File: src/rtl/fetch_unit.sv
// Instruction fetch stage: PC register, instruction memory request FSM,
// one-entry skid buffer for a response arriving during a stall, and the
// IF/ID pipeline register (instr, pc_plus4, valid).
module fetch_unit #(
  parameter logic [31:0] RESET_PC = 32'h0000_0000
) (
  input  logic        clk,
  input  logic        reset,
  input  logic        stall,
  input  logic        branch,
  input  logic [31:0] branch_target,
  input  logic        jump,
  input  logic [25:0] jump_index,
  output logic        imem_req,
  output logic [31:0] imem_addr,
  input  logic        imem_ready,
  input  logic [31:0] imem_rdata,
  output logic [31:0] instr,
  output logic [5:0]  opcode,
  output logic [31:0] pc_plus4,
  output logic        valid
);

  typedef enum logic [1:0] {IDLE, REQ, HOLD} state_t;

  state_t      state;
  state_t      stateNext;
  logic [31:0] pc;
  logic [31:0] pcInc;
  logic [31:0] skidInstr;
  logic [31:0] skidPcPlus4;
  logic        redirect;
  logic [31:0] redirectTarget;

  // Redirect decode: jump outranks branch; jump region comes from IF/ID pc_plus4
  always_comb begin
    redirect       = jump | branch;
    redirectTarget = jump ? {pc_plus4[31:28], jump_index, 2'b00} : branch_target;
    pcInc          = pc + 32'd4;
  end

  // State register
  always_ff @(posedge clk) begin
    if (reset) state <= IDLE;
    else       state <= stateNext;
  end

  // Next-state logic: a redirect always restarts fetching at the target
  always_comb begin
    stateNext = state;
    if (redirect) begin
      stateNext = REQ;
    end else begin
      case (state)
        IDLE:    stateNext = REQ;
        REQ:     if (imem_ready && stall) stateNext = HOLD;
        HOLD:    if (!stall) stateNext = REQ;
        default: stateNext = IDLE;
      endcase
    end
  end

  // Outputs: request only while actively fetching; address is always the PC
  always_comb begin
    imem_req  = (state == REQ);
    imem_addr = pc;
    opcode    = instr[31:26];
  end

  // PC, IF/ID register and skid buffer updates
  always_ff @(posedge clk) begin
    if (reset) begin
      pc          <= RESET_PC;
      instr       <= '0;
      pc_plus4    <= '0;
      valid       <= 1'b0;
      skidInstr   <= '0;
      skidPcPlus4 <= '0;
    end else if (redirect) begin
      pc          <= redirectTarget;
      valid       <= 1'b0;
      skidInstr   <= '0;
      skidPcPlus4 <= '0;
    end else begin
      case (state)
        REQ: begin
          if (imem_ready && !stall) begin
            instr    <= imem_rdata;
            pc_plus4 <= pcInc;
            valid    <= 1'b1;
            pc       <= pcInc;
          end else if (imem_ready && stall) begin
            // PC stays put; it advances when the skid word is released
            skidInstr   <= imem_rdata;
            skidPcPlus4 <= pcInc;
          end else if (!stall) begin
            valid <= 1'b0;
          end
        end
        HOLD: begin
          if (!stall) begin
            instr    <= skidInstr;
            pc_plus4 <= skidPcPlus4;
            valid    <= 1'b1;
            pc       <= pcInc;
          end
        end
        default: ;
      endcase
    end
  end

endmodule

File: config.mk
export PLATFORM = sky130hd
export DESIGN_NAME = fetch_unit
export DESIGN_NICKNAME = d
export VERILOG_FILES = /design/src/rtl/fetch_unit.sv
export SDC_FILE = /design/constraint.sdc
export NUM_CORES = 1
export LEC_CHECK = 0
export BUFFER_PORTS_ARGS = -buffer_cell sky130_fd_sc_hd__buf_4
export CORE_MARGIN = 2
export CORE_UTILIZATION = 55
export CTS_BUF_LIST = sky130_fd_sc_hd__clkbuf_8
export DETAILED_ROUTE_END_ITERATION = 8
export PLACE_DENSITY = 0.83
export SYNTH_ARGS = -nofsm -noshare
export SYNTH_HDL_FRONTEND = slang
export SYNTH_SLANG_ARGS = --single-unit
File: constraint.sdc
create_clock -name clk -period 2.8 [get_ports clk]
set_input_delay 0.14 -clock clk [delete_from_list [all_inputs] [get_ports clk]]
set_output_delay 0.14 -clock clk [all_outputs]
set_load 0.01 [all_outputs]
Word-level counts from Yosys, hierarchy flattened
Cells that the tools add are included.
{"block": "totals", "in_bits": 96, "ff_bits": 163}
{"block": "op_classes", "addsub": 1, "reduce_logical": 13, "n_bitwise": 3, "eq_ne": 10, "muxes": 19}
{"operator": "two-way mux 32 bit", "count": 7}
{"operator": "case mux 32 bit (2 select lines)", "count": 3}
{"operator": "adder 32 x 3 -> 32 bit (second input constant)", "count": 1}
{"operator": "AND reduction 4 bit", "count": 2}
{"operator": "inequality test 3 x 1 -> 1 bit (second input constant)", "count": 2}
{"operator": "inequality test 3 bit (second input constant)", "count": 2}
{"operator": "case mux 2 bit (3 select lines)", "count": 1}
{"operator": "AND reduction 3 bit", "count": 2}
{"operator": "two-way mux 1 bit", "count": 5}
{"operator": "two-way mux 2 bit", "count": 2}
{"operator": "inequality test 2 x 1 -> 1 bit (second input constant)", "count": 2}
{"operator": "AND reduction 2 bit", "count": 2}
{"operator": "inequality test 3 x 2 -> 1 bit (second input constant)", "count": 1}
{"operator": "nonzero test 3 bit", "count": 1}
{"operator": "== test 2 x 1 -> 1 bit (second input constant)", "count": 1}
{"operator": "== test 2 bit (second input constant)", "count": 1}
{"operator": "logical AND 1 bit", "count": 2}
{"operator": "zero test 2 bit", "count": 1}
{"operator": "inequality test 2 bit (second input constant)", "count": 1}
{"operator": "inverter 1 bit", "count": 2}
{"operator": "case mux 1 bit (2 select lines)", "count": 1}
{"operator": "nonzero test 2 bit", "count": 1}
{"operator": "OR reduction 2 bit", "count": 1}
{"operator": "zero test 1 bit", "count": 1}
{"operator": "bitwise OR 1 bit", "count": 1}

Longest topological paths before layout
Gate-level depths: netlist of run 1.
{"block": "depth", "ltp_word": 5, "depth_mapped": 8, "ltp_nobuf": 6}

Least setup slack after synthesis of run 1
Ideal clock, no wire load.
{"block": "synth_timing", "path_type": "flip-flop to flip-flop", "from": "register pc[7], in the netlist imem_addr[7]", "to": "register pc_plus4[25]", "t_required_ps": 2723, "setup_time_ps": 77, "stages_incl_launch_ff": 8, "t_arrival_ps": 2034, "path_slack_ps": 689, "path_buffers": 2, "cell_sequence": "dfxtp_1 -> buf_4 -> and3_1 -> buf_2 -> nand4_4 -> or4_4 -> or4_1 -> a41oi_2"}
{"block": "synth_between", "elab_chain_cells": 3}
{"element": "start: declaration", "line": "28", "rtl": "logic [31:0] pc;"}
{"element": "start signal: assignment", "line": "80", "rtl": "pc <= redirectTarget;"}
{"element": "start signal: assignment", "line": "91", "rtl": "pc <= pcInc;"}
{"element": "start signal: assignment", "line": "105", "rtl": "pc <= pcInc;"}
{"element": "adder 32 x 3 -> 32 bit", "line": "39", "rtl": "pcInc = pc + 32'd4;"}
{"element": "two-way mux 32 bit", "line": "87", "rtl": "if (imem_ready && !stall) begin"}
{"element": "case mux 32 bit (2 select lines)", "line": "85", "rtl": "case (state)"}
{"element": "end signal: assignment", "line": "89", "rtl": "pc_plus4 <= pcInc;"}
{"element": "end signal: assignment", "line": "103", "rtl": "pc_plus4 <= skidPcPlus4;"}
{"element": "end: declaration", "line": "20", "rtl": "output logic [31:0] pc_plus4,"}
Every way passes these cells. The select of a mux whose other input is x is not followed.
A chain may end at the register's enable or synchronous reset.

Worst setup path after layout of run 1
{"block": "layout_timing", "from": "register state[0]", "to": "register pc[7], in the netlist imem_addr[7]"}
{"block": "layout_between", "elab_chain_cells": 3}
{"element": "start: declaration", "line": "26", "rtl": "state_t state;"}
{"element": "start signal: assignment", "line": "45", "rtl": "else state <= stateNext;"}
{"element": "== test 2 x 1 -> 1 bit or == test 2 bit (tied branches)", "line": "85"}
{"element": "inequality test 3 x 1 -> 1 bit (no line), or another cell as far along"}
{"element": "AND reduction 3 bit (no line) or two-way mux 32 bit (tied branches)"}
Parallel ways exist; a longest one is shown, timed or not.

==> impl_metrics.py, run 1 <==
metrics = {
    "outcome": {
        "outcome": "completed",
    },
    "logic_synthesis": {
        "synthFlopType": "dfxtp_1",
        "synth_area_leaders": "dfxtp_1, nand2_1, a21oi_1",
        "synth_async_sr_flop_share": 0,
        "yosys.area.top_type": "dfxtp_1",
        "yosysSeqAreaShare": 0.4268,
        "syn_nets": 1070,
        "ys_seq_elements": 163,
        "yosysWarnings": 0,
        "synth-edff-count": 0,
        "avgSynthCellArea_um2": 7.857,
        "synth_top_cell_area_share": 0.4268,
        "synthCells": 973,
        "syn_area_mm2": 0.007645,
        "synth.distinct_cells": 60,
    },
    "global_route": {
        "grt_pass1_vias": 7422,
        "grt-ovfl-total": 0,
        "track_usage": 0.3242,
        "grt_max_degree": 82,
        "antenna_found_initial": 0,
        "grt_pass1_wl_um": 37910,
    },
    "clocking": {
        "worstSkewPairLatency_ns": 0.46,
        "cts_setup_buffers": 0,
        "clk_pin_slew_ns": 0.09,
        "cts-root-buf": "clkbuf_8",
        "htreeDepth": 4,
        "clk_path_buf_depth": 2,
        "cts_tree": "yes",
        "numCtsBuffers": 17,
        "clock_sinks": 163,
    },
    "timing": {
        "min_period_over_period": 0.8977,
        "hold_viol": 0,
        "min_period_ns": 2.513,
        "max-slew-margin-rel": 0.3512,
        "fin_worst_skew_ns": 0.009379,
        "timing.fmax_mhz": 397.9,
        "drv_slew": 0,
        "rsz0062_at_grt": "false",
        "worst_pin_slew_ns": 0.9732,
        "finalSetupViolCount": 0,
        "setup_tns_ns": 0,
    },
    "critical_path": {
        "rr_worst_depth": 7,
        "cpPeakStageDelay_ns": 0.60,
        "cp-end-kind": "flip-flop",
        "reg2reg_slack_ns": 0.29,
        "worstPathCellList": "nand3b_1, a21oi_1, buf_4, nand3_1, a222oi_1, dlygate4sd3_1, nor3_1",
        "crit_required_ns": 3.11,
        "critPathLaunchType": "flip-flop",
        "crit_type": "flip-flop to flip-flop",
        "cp_max_fo": 20,
        "cp_slowest_cell": "dlygate4sd3_1",
        "cp.arrival_ns": 2.83,
    },
    "power_and_ir_drop": {
        "power_leakage_nw": 3.914,
        "finalPower_mw": 4.883,
        "power_density_mw_per_mm2": 482.9,
        "peakVddDrop_v": 0.0002717,
    },
    "die": {
        "io_pins": 200,
        "die_h_um": 121.9,
        "start_util": 0.5572,
        "dieArea_mm2": 0.01486,
        "core_mm2": 0.01372,
        "rows": 43,
        "die_w_um": 121.9,
    },
    "routing": {
        "post-route-drc-count": 0,
        "wl_met2_um": 11240,
        "num_vias": 8146,
        "wl_met1_um": 9965,
        "dr.pass1.iters": 5,
        "drt_iter0_markers": 937,
        "wl_met3_um": 2354,
        "wl_per_cell_um": 17.77,
        "top_layer_used": "met4",
        "routed_wl_um": 24300,
        "drtAntennaViolNets": 0,
        "via_per_inst": 5.959,
    },
    "place": {
        "io_buffers": 199,
        "dp_hpwl_um": 15760,
        "detailed_place.area_mm2": 0.009201,
        "gp_congestion": 0.9815,
    },
    "finish": {
        "design_area_mm2": 0.01011,
        "area.growth.synth_to_final_pct": 32.26,
        "nFillCells": 1074,
        "fin_nets": 1271,
        "post_route_cells_drive_above_1_share": 0.2291,
        "num_antenna_cells": 0,
    },
    "min_path": {
        "min-delay-path-class": "input pin to flip-flop",
        "min_path_cells": 3,
    },
    "job": {
        "drv_cap": 0,
    },
}
path summary, 6_finish.rpt:
kind / from / endpoint
max reg2reg: state[0] / imem_addr[7]
max: state[0] / imem_addr[7]
min reg2reg: skidPcPlus4[3] / skidPcPlus4[3]
min: jump_index[23] / imem_addr[25]
layout make-up:
| class | instances | area (um^2) | area share |
|---|---|---|---|
| Clock buffer | 19 | 261.5 | 0.02586 |
| Clock inverter | 13 | 147.6 | 0.01460 |
| Inverter | 11 | 41.29 | 0.004084 |
| Multi-Input combinational cell | 707 | 3978 | 0.3934 |
| Sequential cell | 163 | 3263 | 0.3227 |
| Tap cell | 180 | 225.2 | 0.02227 |
| Timing Repair Buffer | 274 | 2195 | 0.2171 |
stage by stage:
step                      std cells  setup slack (ns)  hold WS (ns)  utilization
after detailed placement       1285            0.4479        0.3998       0.6707
after floorplan                 973            0.6894        0.2760            -
after global routing           1367            0.1027       0.02109       0.7370
final                          1367            0.2865       0.01707       0.7370
after CTS                      1367            0.3327      0.006476       0.7370
after global placement         1285            0.5107        0.4002       0.6707
state kept, by name (all words and copies together), names as in the netlist:
| signal | count |
|---|---|
| imem_addr | 32 |
| instr | 32 |
| pc_plus4 | 32 |
| skidInstr | 32 |
| skidPcPlus4 | 32 |
| state | 2 |
| valid | 1 |
worst max-delay path, delay by kind of cell, from the launching register on:
family	cells	cell delay, ns
and+or+nand+nor	3	0.44
AOI/OAI and AO/OA	2	0.54
buffers and inverters	2	0.89
DFF	1	0.49
power breakdown:
group          switching (mW)  internal [mW]  total (mW)  leakage, nW
clock network           0.937          0.857        1.79        0.207
logic                   0.339          0.311       0.650         2.39
registers              0.0691           2.37        2.44         1.32
synthesized netlist by cell type, drive strengths merged (4+ instances only):
master and instances:
a22oi 16, o211ai 7, inv 11, a31oi 7, buf 28, nand4 18
or3 4, a311oi 38, a21oi 85, o221ai 8, a31o 4, a21boi 4
nand2 193, nand2b 5, a211oi 24, o21ai 43, a22o 6, xnor2 16
nor4 13, or4 4, and3 6, mux2i 6, clkbuf 64, dfxtp 163
o31ai 13, o31a 5, and4 5, xor2 8, nand3 19, a211o 4
nor2 91, nor3 23
kinds of logic after synthesis:
logic type / after synthesis / share of synthesized area
and+or+nand+nor: 392 / 0.2282
AOI/OAI and AO/OA: 283 / 0.2501
DFF: 163 / 0.4268
buffers and inverters: 103 / 0.05646
xor gates and xnor gates: 24 / 0.02750
muxes: 7 / 0.009329
adders and majority gates: 1 / 0.001636
cells in the final DEF, fill, tap and decap left out, types with 8 or more instances in the layout:
cell type / n
buf_4: 223
nand2_1: 192
dfxtp_1: 163
nor2_1: 90
a21oi_1: 85
dlygate4sd3_1: 50
o21ai_0: 43
a311oi_1: 38
nor3_1: 23
a211oi_1: 23
nand3_1: 19
clkbuf_8: 19
nand4_1: 16
xnor2_1: 16
a22oi_1: 16
nor4_1: 13
o31ai_1: 13
inv_1: 12
xor2_1: 8
o221ai_1: 8
repair_timing:
item / 4_1_cts / 5_1_grt
gates resized for setup: 0 / 0
endpoints found under the hold margin: 77 / 0
hold buffers: 50 / 0
per-layer routing:
layer | GRT usage | vias to the layer above
met4 | 0.1415 | 0
met5 | 0 | -
met2 | 0.5017 | 421
li1 | - | 3896
met1 | 0.4324 | 3770
met3 | 0.07678 | 59
No activity file was read; power rests on OpenSTA's default activity.
==> inputs of run 2 (changes only) <==
--- a/config.mk
+++ b/config.mk
@@ -11,6 +11,7 @@
 export CTS_BUF_LIST = sky130_fd_sc_hd__clkbuf_8
 export DETAILED_ROUTE_END_ITERATION = 8
 export PLACE_DENSITY = 0.83
+export REMOVE_ABC_BUFFERS = 1
 export SYNTH_ARGS = -nofsm -noshare
 export SYNTH_HDL_FRONTEND = slang
 export SYNTH_SLANG_ARGS = --single-unit
==> run 2 against run 1 <==
Net effect: power is 2.3% lower; final cell count hardly changed; design area is 0.23% lower; combinational power hardly changed; via count is 0.31% higher; register-to-register slack better by 0.07 ns; sequential power hardly changed; critical path type unchanged.
==> impl_metrics.py, run 2 (same netlist as run 1, synthesis figures left out) <==
metrics = {
    "outcome": {
        "outcome": "completed",
    },
    "power_and_ir_drop": {
        "power_density_mw_per_mm2": 472.8,
        "finalPower_mw": 4.769,
        "power_leakage_nw": 3.902,
        "peakVddDrop_v": 0.0002611,
    },
    "timing": {
        "worst_pin_slew_ns": 0.9853,
        "max-slew-margin-rel": 0.3432,
        "finalSetupViolCount": 0,
        "rsz0062_at_grt": "false",
        "holdWs_ns": 0.03902,
        "min_period_ns": 2.445,
        "drv_slew": 0,
        "setup_tns_ns": 0,
        "timing.fmax_mhz": 409.0,
        "fin_worst_skew_ns": 0.008929,
        "min_period_over_period": 0.8732,
        "hold_viol": 0,
    },
    "global_route": {
        "grt_pass1_vias": 7415,
        "antenna_found_initial": 0,
        "grt-ovfl-total": 0,
        "track_usage": 0.3263,
        "grt_pass1_wl_um": 37900,
        "grt_max_degree": 82,
    },
    "critical_path": {
        "crit_top_cell": "o21ai_0",
        "r2r_end": "imem_addr[24]",
        "cpPeakStageDelay_ns": 0.52,
        "cp.arrival_ns": 2.81,
        "crit_required_ns": 3.16,
        "worstPathCellList": "nor2b_4, o21ai_0, nand2_1, buf_4, o21ai_0, a221oi_1",
        "timing.rr.start": "state[1]",
        "crit_type": "flip-flop to flip-flop",
        "reg2reg_slack_ns": 0.35,
        "critPathTopFamily": "compound AO/OA/AOI/OAI gates",
        "rr_worst_depth": 6,
        "critPathLaunchType": "flip-flop",
        "cp_slowest_cell": "dfxtp_1",
        "cp_max_fo": 26,
        "cp-end-kind": "flip-flop",
        "cp.buffers_inverters": 1,
    },
    "routing": {
        "drtAntennaViolNets": 0,
        "post-route-drc-count": 0,
        "dr.pass1.iters": 8,
        "drt_iter0_markers": 913,
        "routed_wl_um": 24600,
        "via_per_inst": 5.982,
        "num_vias": 8171,
        "wl_per_cell_um": 18.01,
    },
    "clocking": {
        "cts-root-buf": "clkbuf_8",
        "cts_tree": "yes",
        "clock_sinks": 163,
        "worstSkewPairLatency_ns": 0.46,
        "clk_pin_slew_ns": 0.09,
        "cts_setup_buffers": 0,
        "numCtsBuffers": 17,
        "htreeDepth": 4,
        "clk_path_buf_depth": 2,
    },
    "die": {
        "die_w_um": 121.9,
        "dieArea_mm2": 0.01486,
        "core_mm2": 0.01372,
        "start_util": 0.5572,
        "io_pins": 200,
        "die_h_um": 121.9,
        "rows": 43,
    },
    "finish": {
        "most-common-layout-cells": "buf_4, nand2_1, dfxtp_1",
        "area.growth.synth_to_final_pct": 31.95,
        "num_antenna_cells": 0,
        "fin_util": 0.7352,
        "post_route_cells_drive_above_1_share": 0.2327,
        "fin_nets": 1270,
        "design_area_mm2": 0.01009,
        "final_common_cell": "buf_4",
    },
    "min_path": {
        "hold_path.startpoint": "jump_index[4]",
        "min-delay-path-class": "input pin to flip-flop",
        "whs_endpoint": "imem_addr[6]",
        "min_path_cells": 3,
    },
    "place": {
        "detailed_place.area_mm2": 0.009231,
        "gp_congestion": 0.9552,
        "dp_hpwl_um": 16080,
        "io_buffers": 199,
    },
    "job": {
        "drv_cap": 0,
    },
}
==> run 2: changes by cell type in the layout (fill, tap and decap cells not counted), sizes merged <==
cell and delta:
inv -2, dlygate4sd3 -3, clkinv +3, bufinv -1, buf +2
==> run 2: metal layers <==
metal | share of wire | GRT usage | wire length [um] | vias up
met5 | 0 | 0 | 0 | -
met3 | 0.093 | 0.06133 | 2280 | 80
li1 | - | - | - | 3893
met1 | 0.40 | 0.4179 | 9790 | 3775
met2 | 0.47 | 0.5370 | 11510 | 423
met4 | 0.041 | 0.1437 | 1013 | 0
==> run 2: timing repair <==
item,CTS,global route
endpoints found under the hold margin,77,0
gates resized for setup,0,0
hold buffers,47,0
==> run 2: area by class of cell <==
cell class	instances	area [um^2]
inverter	11	41.29
timing repair buffer	273	2192
clock inverter	13	123.9
tap	180	225.2
sequential	163	3263
clock buffer	19	261.5
multi-input combinational	707	3980
fill	1101	3632
==> run 2: through the flow <==
step / std cells / setup slack (ns)
detailed placement: 1287 / 0.4772
floorplan: 881 / -2.311
global placement: 1287 / 0.5478
global route: 1366 / 0.2998
CTS: 1366 / 0.4586
finish: 1366 / 0.3550
==> run 2: worst max path at each step <==
stage,startpoint,to,slack [ns],cells past startpoint
after global placement,imem_addr[9],pc_plus4[25],0.55,5
final,state[1],imem_addr[24],0.35,6
after detailed placement,imem_addr[9],pc_plus4[25],0.48,5
after CTS,imem_addr[8],pc_plus4[25],0.46,5
after floorplan,state[1],pc_plus4[11],-2.31,5
after global routing,imem_addr[2],imem_addr[18],0.30,6
==> run 2: power breakdown <==
part           internal (mW)  total, mW  switching, mW
Sequential              2.37       2.44         0.0688
Clock                  0.765       1.68          0.918
Combinational          0.310      0.648          0.338
==> run 2: worst reg2reg max path: stages, from the launching register on <==
cell and delay (ns):
dfxtp_1 0.52, nor2b_4 0.46, o21ai_0 0.38, nand2_1 0.17
buf_4 0.33, o21ai_0 0.16, a221oi_1 0.32
